[src/rtl/mem_pkg.sv]
// Shared defaults and helpers for the multi-channel scratch memory and its arbiter.
// Parameterised modules take their defaults from here and derive their own widths locally.
package mem_pkg;

    localparam int DEF_DATA_LENGTH = 32;
    localparam int DEF_ADDR_SIZE   = 4;
    localparam int DEF_NUM_CH      = 2;

    localparam int BE_W  = DEF_DATA_LENGTH / 8;
    localparam int DEPTH = 2 ** DEF_ADDR_SIZE;

    // A single-channel build still needs a 1-bit index.
    function automatic int idx_width(input int n);
        return (n > 1) ? $clog2(n) : 1;
    endfunction

    localparam int CH_IDX_W = idx_width(DEF_NUM_CH);
    typedef logic [CH_IDX_W-1:0] ch_idx_t;

endpackage

[src/rtl/rr_arbiter.sv]
// Round-robin arbiter: combinational one-hot grant, registered rotating priority pointer.
// Also intended for reuse by the bus fabric.
module rr_arbiter
    import mem_pkg::*;
#(
    parameter int NUM_CH = DEF_NUM_CH
) (
    input  logic              clk,
    input  logic              rst,
    input  logic [NUM_CH-1:0] req,
    output logic [NUM_CH-1:0] gnt
);

    localparam int PTR_W = idx_width(NUM_CH);

    logic [PTR_W-1:0] r_ptr;
    logic [PTR_W-1:0] w_ptr_nxt;
    logic [PTR_W-1:0] w_idx;
    logic [PTR_W:0]   w_sum;
    logic             w_hit;

    // Scan from r_ptr upward, wrapping at NUM_CH; the first requester wins.
    always_comb begin
        gnt       = '0;
        w_hit     = 1'b0;
        w_ptr_nxt = r_ptr;
        w_sum     = '0;
        w_idx     = '0;
        for (int k = 0; k < NUM_CH; k++) begin
            w_sum = {1'b0, r_ptr} + (PTR_W+1)'(k);
            if (w_sum >= (PTR_W+1)'(NUM_CH)) begin
                w_sum = w_sum - (PTR_W+1)'(NUM_CH);
            end
            w_idx = w_sum[PTR_W-1:0];
            if (!w_hit && req[w_idx]) begin
                gnt[w_idx] = 1'b1;
                w_hit      = 1'b1;
                w_ptr_nxt  = (w_idx == PTR_W'(NUM_CH - 1)) ? '0 : w_idx + PTR_W'(1);
            end
        end
        if (rst) begin
            gnt = '0;
        end
    end

    always_ff @(posedge clk or posedge rst) begin
        if (rst) begin
            r_ptr <= '0;
        end else if (w_hit) begin
            r_ptr <= w_ptr_nxt;
        end
    end

endmodule

[src/rtl/mc_memory_rr.sv]
// Multi-channel single-port scratch memory: round-robin access, byte-enabled writes,
// registered reads returned on a shared rdata bus with a per-channel rvalid strobe.
module mc_memory_rr
    import mem_pkg::*;
#(
    parameter int DATA_LENGTH = DEF_DATA_LENGTH,
    parameter int ADDR_SIZE   = DEF_ADDR_SIZE,
    parameter int NUM_CH      = DEF_NUM_CH
) (
    input  logic                                clk,
    input  logic                                rst,
    input  logic [NUM_CH-1:0]                   valid,
    input  logic [NUM_CH-1:0]                   wr_rd,
    input  logic [NUM_CH*ADDR_SIZE-1:0]         addr,
    input  logic [NUM_CH*DATA_LENGTH-1:0]       wdata,
    input  logic [NUM_CH*(DATA_LENGTH/8)-1:0]   be,
    output logic [NUM_CH-1:0]                   ready,
    output logic [NUM_CH-1:0]                   rvalid,
    output logic [DATA_LENGTH-1:0]              rdata
);

    localparam int LBE_W   = DATA_LENGTH / 8;
    localparam int LDEPTH  = 2 ** ADDR_SIZE;

    if (DATA_LENGTH % 8 != 0) begin : g_bad_width
        $error("mc_memory_rr: DATA_LENGTH must be a multiple of 8");
    end
    if (NUM_CH < 2 || NUM_CH > 8) begin : g_bad_ch
        $error("mc_memory_rr: NUM_CH must be in 2..8");
    end

    logic [NUM_CH-1:0]      w_gnt;
    logic                   w_any;
    logic                   w_wr;
    logic [ADDR_SIZE-1:0]   w_addr;
    logic [DATA_LENGTH-1:0] w_wdata;
    logic [LBE_W-1:0]       w_be;

    logic [DATA_LENGTH-1:0] r_mem [LDEPTH];
    logic [DATA_LENGTH-1:0] r_rdata;
    logic [NUM_CH-1:0]      r_rvalid;

    rr_arbiter #(
        .NUM_CH (NUM_CH)
    ) u_arb (
        .clk (clk),
        .rst (rst),
        .req (valid),
        .gnt (w_gnt)
    );

    assign ready  = w_gnt;
    assign rvalid = r_rvalid;
    assign rdata  = r_rdata;

    // Grant is one-hot, so an OR-style mux picks the winning channel's request fields.
    always_comb begin
        w_any   = |w_gnt;
        w_wr    = 1'b0;
        w_addr  = '0;
        w_wdata = '0;
        w_be    = '0;
        for (int i = 0; i < NUM_CH; i++) begin
            if (w_gnt[i]) begin
                w_wr    = wr_rd[i];
                w_addr  = addr[i*ADDR_SIZE +: ADDR_SIZE];
                w_wdata = wdata[i*DATA_LENGTH +: DATA_LENGTH];
                w_be    = be[i*LBE_W +: LBE_W];
            end
        end
    end

    // Reset clears the whole array and drops any read that would otherwise respond.
    always_ff @(posedge clk or posedge rst) begin
        if (rst) begin
            for (int j = 0; j < LDEPTH; j++) begin
                r_mem[j] <= '0;
            end
            r_rdata  <= '0;
            r_rvalid <= '0;
        end else begin
            r_rvalid <= '0;
            if (w_any) begin
                if (w_wr) begin
                    for (int b = 0; b < LBE_W; b++) begin
                        if (w_be[b]) begin
                            r_mem[w_addr][8*b +: 8] <= w_wdata[8*b +: 8];
                        end
                    end
                end else begin
                    r_rdata  <= r_mem[w_addr];
                    r_rvalid <= w_gnt;
                end
            end
        end
    end

endmodule

[config.mk]
export PLATFORM = sky130hd
export DESIGN_NAME = mc_memory_rr
export DESIGN_NICKNAME = d
export VERILOG_FILES = /design/src/rtl/mem_pkg.sv /design/src/rtl/rr_arbiter.sv /design/src/rtl/mc_memory_rr.sv
export SDC_FILE = /design/constraint.sdc
export NUM_CORES = 1
export LEC_CHECK = 0
export CAP_MARGIN = 30
export CORE_MARGIN = 2
export CORE_UTILIZATION = 54
export CTS_CLUSTER_DIAMETER = 50
export DETAILED_ROUTE_END_ITERATION = 6
export PLACE_DENSITY = 0.73
export SLEW_MARGIN = 20
export SYNTH_ARGS = -nofsm -noshare
export SYNTH_HDL_FRONTEND = slang
export SYNTH_HIERARCHICAL = 1
export SYNTH_SLANG_ARGS = --single-unit
[constraint.sdc]
create_clock -name clk -period 23.7 [get_ports clk]
set_input_delay 3.555 -clock clk [delete_from_list [all_inputs] [get_ports clk]]
set_output_delay 3.555 -clock clk [all_outputs]
set_load 0.03 [all_outputs]
==> results of run 1 <==
-- logic make-up (layout without fill, tap and decap cells) --
kind of cell / count (synthesis) / after routing
AND/OR/NAND/NOR: 772 / 772
AO/OA/AOI/OAI: 767 / 767
flip-flops: 547 / 547
buffers and inverters: 198 / 293
multiplexers: 191 / 191
-- state kept, by name, summed over array words and instances, names as in the netlist --
register	count
rvalid	2
u_arb/r_ptr	1
rdata	32
r_mem	512
-- power breakdown --
group          internal, W  switching [W]  total, W
registers          0.00101      0.0000456   0.00105
clock network     0.000492       0.000358  0.000851
logic             0.000120       0.000185  0.000304
-- how the worst max path moves through the flow --
stage | endpoint | slack, ns | cells after the start | from
after floorplan | r_mem[0] | 4.88 | 1 | rst
after global placement | ready[1] | 14.32 | 4 | rst
after detailed placement | ready[1] | 14.27 | 4 | rst
after CTS | ready[1] | 14.27 | 4 | rst
after global routing | ready[1] | 14.17 | 4 | rst
final | ready[1] | 14.31 | 4 | rst
-- metrics by stage --
stage | total power (W) | setup slack (ns) | instance area, um2 | hold slack, ns | util (%)
4_1_cts | 0.00221 | 14.27 | 27300 | 0.481 | 62.0
5_1_grt | 0.00229 | 14.17 | 27600 | 0.501 | 62.6
3_5_place_dp | 0.00137 | 14.27 | 25500 | 0.466 | 58.0
2_1_floorplan | 0.00125 | 4.88 | 24000 | 0.445 | -
3_3_place_gp | 0.00135 | 14.32 | 25500 | 0.457 | 57.8
6_report | 0.00221 | 14.31 | 27600 | 0.478 | 62.6
-- metal layers --
layer  share of wire [%]  track usage (%)  wire length (um)
met1                  42             38.0             26700
met2                  47             44.5             29800
met3                 7.0             4.58              4430
met4                 3.2             10.1              2020
met5                   0                0                 0
-- tightest hold or removal path: stages (launching register included) --
cell and delay (ns):
dfrtp_1 0.34, nand2_1 0.04, o21ai_0 0.06
-- synthesized netlist by cell type (2+ instances only) --
cell type	number	area, um2
buf_6	4	45.0
nor2_1	151	567
a211oi_1	23	173
mux2i_1	172	1720
nand2_1	547	2050
o21ai_0	403	2020
nand3b_1	4	30.0
a22oi_1	33	248
a21oi_1	161	806
and3_1	11	68.8
mux4_2	19	428
o21ai_2	2	17.5
o31ai_2	2	25.0
buf_4	9	67.6
and2_1	5	31.3
dfrtp_1	547	13700
a221oi_1	8	70.1
a31oi_1	31	194
o21a_1	5	37.5
o22ai_1	86	538
inv_1	3	11.3
buf_2	49	245
nor2b_1	2	12.5
buf_1	6	22.5
o21ai_1	6	30.0
clkbuf_1	127	477
nand3_1	49	245
-- cell type report --
class,count,area share (%)
flip-flops and latches,547,49.6
multi-input cells,1730,34.4
clock buffers,84,6.05
repair buffers,191,6.81
clock inverters,15,0.377
well taps,592,2.69
inverters,3,0.0681
==> results.sh, run 1 <==
export IMPL_fin_crit_sh_pct=39.6
export IMPL_finalHoldViolCount=0
export IMPL_grt_max_degree=200
export IMPL_avgSynthCellArea_um2=9.68
export IMPL_final_cells=3162
export IMPL_grt_pass1_vias=18252
export IMPL_async_reset_ff_share_pct=100
export IMPL_clock_skew_ns=0.00914
export IMPL_crit_chain="clkdlybuf4s50_1, inv_1, o211a_4, clkdlybuf4s50_1"
export IMPL_run_status="completed"
export IMPL_final_common_cell="dfrtp_1"
export IMPL_synthFlopType="dfrtp_1"
export IMPL_cts_resized=0
export IMPL_grt_antenna_before_repair=0
export IMPL_r2r_start="u_arb/r_ptr"
export IMPL_rows=77
export IMPL_seq_area_frac_synth_pct=57.1
export IMPL_cts_sinks=547
export IMPL_ant_nets=0
export IMPL_drcViolationCount=0
export IMPL_port_buffers=121
export IMPL_routedWlPerCell_um=19.9
export IMPL_multiInputGateArea_mm2=0.00947
export IMPL_via_per_inst=5.92
export IMPL_rrSetupSlack_ns=19.29
export IMPL_clk_pin_slew_ns=0.06
export IMPL_syn_nets=2561
export IMPL_synth_fa_ha_area_share_pct=0
export IMPL_syn_inst=2475
export IMPL_fin_crit_ns=9.39
export IMPL_drv_slew=0
export IMPL_cp_required_ns=20.15
export IMPL_crit_arrival_ns=5.84
export IMPL_syn_cell_area_mm2=0.0240
export IMPL_rsz0062_at_grt="false"
export IMPL_hold_path_endpoint="r_mem[332]"
export IMPL_yosys_area_share_xor_xnor_pct=0
export IMPL_r2r_end="rdata[7]"
export IMPL_relSlewSlack_pct=32.4
export IMPL_hp_start="r_mem[332]"
export IMPL_drv_cap=0
export IMPL_gp_congestion=0.819
export IMPL_nets=2613
export IMPL_cts_root_buf="clkbuf_16"
export IMPL_grt_pass1_wl_um=101000
export IMPL_cts_setup_buffers=0
export IMPL_min_path_cells=2
export IMPL_h_tree_depth=2
export IMPL_coreArea_mm2=0.0440
export IMPL_area_delta_synth_final_pct=15.0
export IMPL_ys_seq_elements=547
export IMPL_ios=122
export IMPL_start_util_pct=54.4
export IMPL_most_common_layout_cells="dfrtp_1, nand2_1, o21ai_0"
export IMPL_yosysWarningCount=6
export IMPL_drtPass1Iterations=5
export IMPL_drive_above_1_share_pct=7.59
export IMPL_cts_buffers=54
export IMPL_synth_edf_count=0
export IMPL_via_count=18720
export IMPL_holdBufCountCts=0
export IMPL_regArea_mm2=0.0137
export IMPL_crit_family="buffers and inverters"
export IMPL_placed_cells=3044
export IMPL_synth_compound_area_share_pct=17.6
export IMPL_power_density_mw_per_mm2=80.1
export IMPL_critPathSlowestCell="clkdlybuf4s50_1"
export IMPL_r2r_cells=8
export IMPL_grtUsageTotal_pct=27.6
export IMPL_fillers=3587
export IMPL_ir_drop_uv=52.6
export IMPL_antenna_cells=0
export IMPL_dieWidth_um=215
export IMPL_worst_path_buf_inv=3
export IMPL_fmax_mhz=106
export IMPL_cts_buffer_depth=3
export IMPL_synth_simple_area_share_pct=12.7
export IMPL_tritoncts="done"
export IMPL_criticalPathCategory="input pin to primary output"
export IMPL_p_leak_nw=11.9
export IMPL_max_stage_delay_ns=0.83
export IMPL_critPathLaunchType="input pin"
export IMPL_dp_hpwl_um=39100
export IMPL_path_common_cell="clkdlybuf4s50_1"
export IMPL_wirelength_um=63000
export IMPL_fp_dieH_um=215
export IMPL_dieArea_mm2=0.0461
export IMPL_cp_end_kind="primary output"
export IMPL_fin_tns_setup_ns=0
export IMPL_synthMuxAreaShare_pct=8.97
export IMPL_drtIter0Drc=1463
export IMPL_clock_latency_ns=0.60
export IMPL_hold_class="register to register"
export IMPL_overflow=0
export IMPL_crit_fanout=67
export IMPL_synthDistinctLibCells=37
export IMPL_synth_top_family_by_area="compound AO/OA/AOI/OAI gates"
export IMPL_worst_pin_slew_ns=1.01
export IMPL_setup_viol_count_final=0
(Power assumes the default switching activity.)
==> inputs of run 2 (changes only) <==
==> constraint.sdc (replaced) <==
create_clock -name clk -period 8.8 [get_ports clk]
set_input_delay 1.32 -clock clk [delete_from_list [all_inputs] [get_ports clk]]
set_output_delay 1.32 -clock clk [all_outputs]
set_load 0.03 [all_outputs]
==> run 2 against run 1 <==
Net effect: clock power grew to 2.7 times the previous value; critical path depth is the same; clock skew increased by 0.0012 ns; via count rose by 0.74%; worst setup slack got worse by 10 ns; critical endpoint unchanged; highest routed layer unchanged.
==> results.sh, run 2 (synthesized netlist as in run 1, its figures left out) <==
export IMPL_run_status="completed"
export IMPL_worst_pin_slew_ns=1.02
export IMPL_hold_class="register to register"
export IMPL_overflow=0
export IMPL_r2r_end="rdata[4]"
export IMPL_nets=2615
export IMPL_cts_root_buf="clkbuf_16"
export IMPL_fillers=3629
export IMPL_seq_power_share_pct=47.9
export IMPL_utilization_pct=62.5
export IMPL_holdBufCountCts=0
export IMPL_cts_setup_buffers=0
export IMPL_ant_nets=0
export IMPL_grtUsageTotal_pct=29.1
export IMPL_rrSetupSlack_ns=5.07
export IMPL_r2r_cells=9
export IMPL_largest_reg_flops=512
export IMPL_grt_pass1_vias=19027
export IMPL_fin_tns_setup_ns=0
export IMPL_drtPass1Iterations=6
export IMPL_routedWlPerCell_um=20.8
export IMPL_dpl_instance_area_mm2=0.0256
export IMPL_critPathSlowestCell="clkdlybuf4s50_1"
export IMPL_cts_resized=0
export IMPL_placed_cells=3050
export IMPL_rsz0062_at_grt="false"
export IMPL_grt_pass1_wl_um=105000
export IMPL_r2r_start="u_arb/r_ptr"
export IMPL_dieArea_mm2=0.0461
export IMPL_critPathLaunchType="input pin"
export IMPL_fp_dieH_um=215
export IMPL_post_route_cell_area_mm2=0.0275
export IMPL_p_sw_w=0.00161
export IMPL_relSlewSlack_pct=31.7
export IMPL_final_cells=3160
export IMPL_min_path_cells=2
export IMPL_crit_chain="clkdlybuf4s50_1, inv_1, o211a_4, clkdlybuf4s50_1"
export IMPL_hp_start="r_mem[155]"
export IMPL_tritoncts="done"
export IMPL_intPower_w=0.00433
export IMPL_cts_sinks=547
export IMPL_dp_hpwl_um=41200
export IMPL_dieWidth_um=215
export IMPL_setup_viol_count_final=0
export IMPL_cts_buffers=56
export IMPL_hold_path_endpoint="r_mem[155]"
export IMPL_port_buffers=121
export IMPL_most_common_layout_cells="dfrtp_1, nand2_1, o21ai_0"
export IMPL_fmax_mhz=206
export IMPL_crit_fanout=67
export IMPL_drtIter0Drc=1676
export IMPL_wirelength_um=65700
export IMPL_drcViolationCount=0
export IMPL_fin_crit_ns=4.86
export IMPL_path_common_cell="clkdlybuf4s50_1"
export IMPL_ios=122
export IMPL_antenna_cells=0
export IMPL_via_count=18859
export IMPL_cts_buffer_depth=3
export IMPL_clkPwrFrac_pct=38.3
export IMPL_regMostFlops="r_mem"
export IMPL_max_stage_delay_ns=0.83
export IMPL_clock_latency_ns=0.60
export IMPL_fin_crit_sh_pct=55.2
export IMPL_clock_skew_ns=0.0103
export IMPL_gp_congestion=0.826
export IMPL_p_sw_share_pct=27.0
export IMPL_final_common_cell="dfrtp_1"
export IMPL_drv_slew=0
export IMPL_area_delta_synth_final_pct=14.8
export IMPL_coreArea_mm2=0.0440
export IMPL_drv_cap=0
export IMPL_criticalPathCategory="input pin to primary output"
export IMPL_crit_arrival_ns=3.54
export IMPL_cp_end_kind="primary output"
export IMPL_power_density_mw_per_mm2=216
export IMPL_start_util_pct=54.4
export IMPL_rows=77
export IMPL_combPwrFrac_pct=13.9
export IMPL_p_leak_nw=11.9
export IMPL_grt_max_degree=185
export IMPL_drive_above_1_share_pct=7.48
export IMPL_ir_drop_uv=163
export IMPL_finalHoldViolCount=0
export IMPL_cp_required_ns=7.48
export IMPL_grt_antenna_before_repair=0
export IMPL_via_per_inst=5.97
export IMPL_h_tree_depth=2
export IMPL_worst_path_buf_inv=3
export IMPL_crit_family="buffers and inverters"
export IMPL_clk_pin_slew_ns=0.06
==> run 2: per-layer routing <==
metal	track usage, %	share of wire, %	vias to the layer above
met5	0	0	-
met4	11.3	3.9	0
met3	6.60	7.3	169
met2	45.8	46	662
met1	39.6	43	9312
li1	-	-	8716
==> run 2: worst max path at each step <==
stage | startpoint | end | slack [ns] | cells after the start
detailed placement | rst | rdata[12] | 3.33 | 10
global route | rst | ready[1] | 3.82 | 4
CTS | rst | rdata[6] | 3.88 | 10
finish | rst | ready[1] | 3.94 | 4
global placement | rst | rdata[8] | 3.47 | 10
floorplan | rst | r_mem[0] | 0.05 | 1
==> run 2: through the flow <==
step | total power (W) | setup slack [ns] | hold WS [ns]
after CTS | 0.00596 | 3.88 | 0.480
final | 0.00594 | 3.94 | 0.475
after detailed placement | 0.00370 | 3.33 | 0.467
after global placement | 0.00366 | 3.47 | 0.457
after global routing | 0.00617 | 3.82 | 0.498
after floorplan | 0.00337 | 0.0521 | 0.445
==> run 2: area by class of cell <==
| type | count | area, um2 | area share [%] |
|---|---|---|---|
| multi-input combinational | 1730 | 9470 | 34.4 |
| tap | 592 | 741 | 2.69 |
| inverter | 3 | 15.0 | 0.0546 |
| timing repair buffer | 191 | 1870 | 6.79 |
| sequential | 547 | 13700 | 49.8 |
| clock inverter | 14 | 108 | 0.391 |
| clock buffer | 83 | 1620 | 5.90 |
==> run 2: power groups by stage <==
| stage | Clock [W] | Sequential (W) | Combinational, W |
|---|---|---|---|
| after floorplan | 0 | 0.00292 | 0.000445 |
| after global placement | 0 | 0.00287 | 0.000784 |
| after detailed placement | 0 | 0.00289 | 0.000815 |
| after CTS | 0.00230 | 0.00284 | 0.000818 |
| after global routing | 0.00241 | 0.00286 | 0.000905 |
| final | 0.00227 | 0.00284 | 0.000824 |
==> run 2: worst register-to-register path: cells and delay by family (launching register included) <==
kind,cells,cell delay [ns]
DFF,1,0.42
buffers and inverters,2,0.97
and+or+nand+nor,2,0.86
AOI/OAI and AO/OA,5,1.41
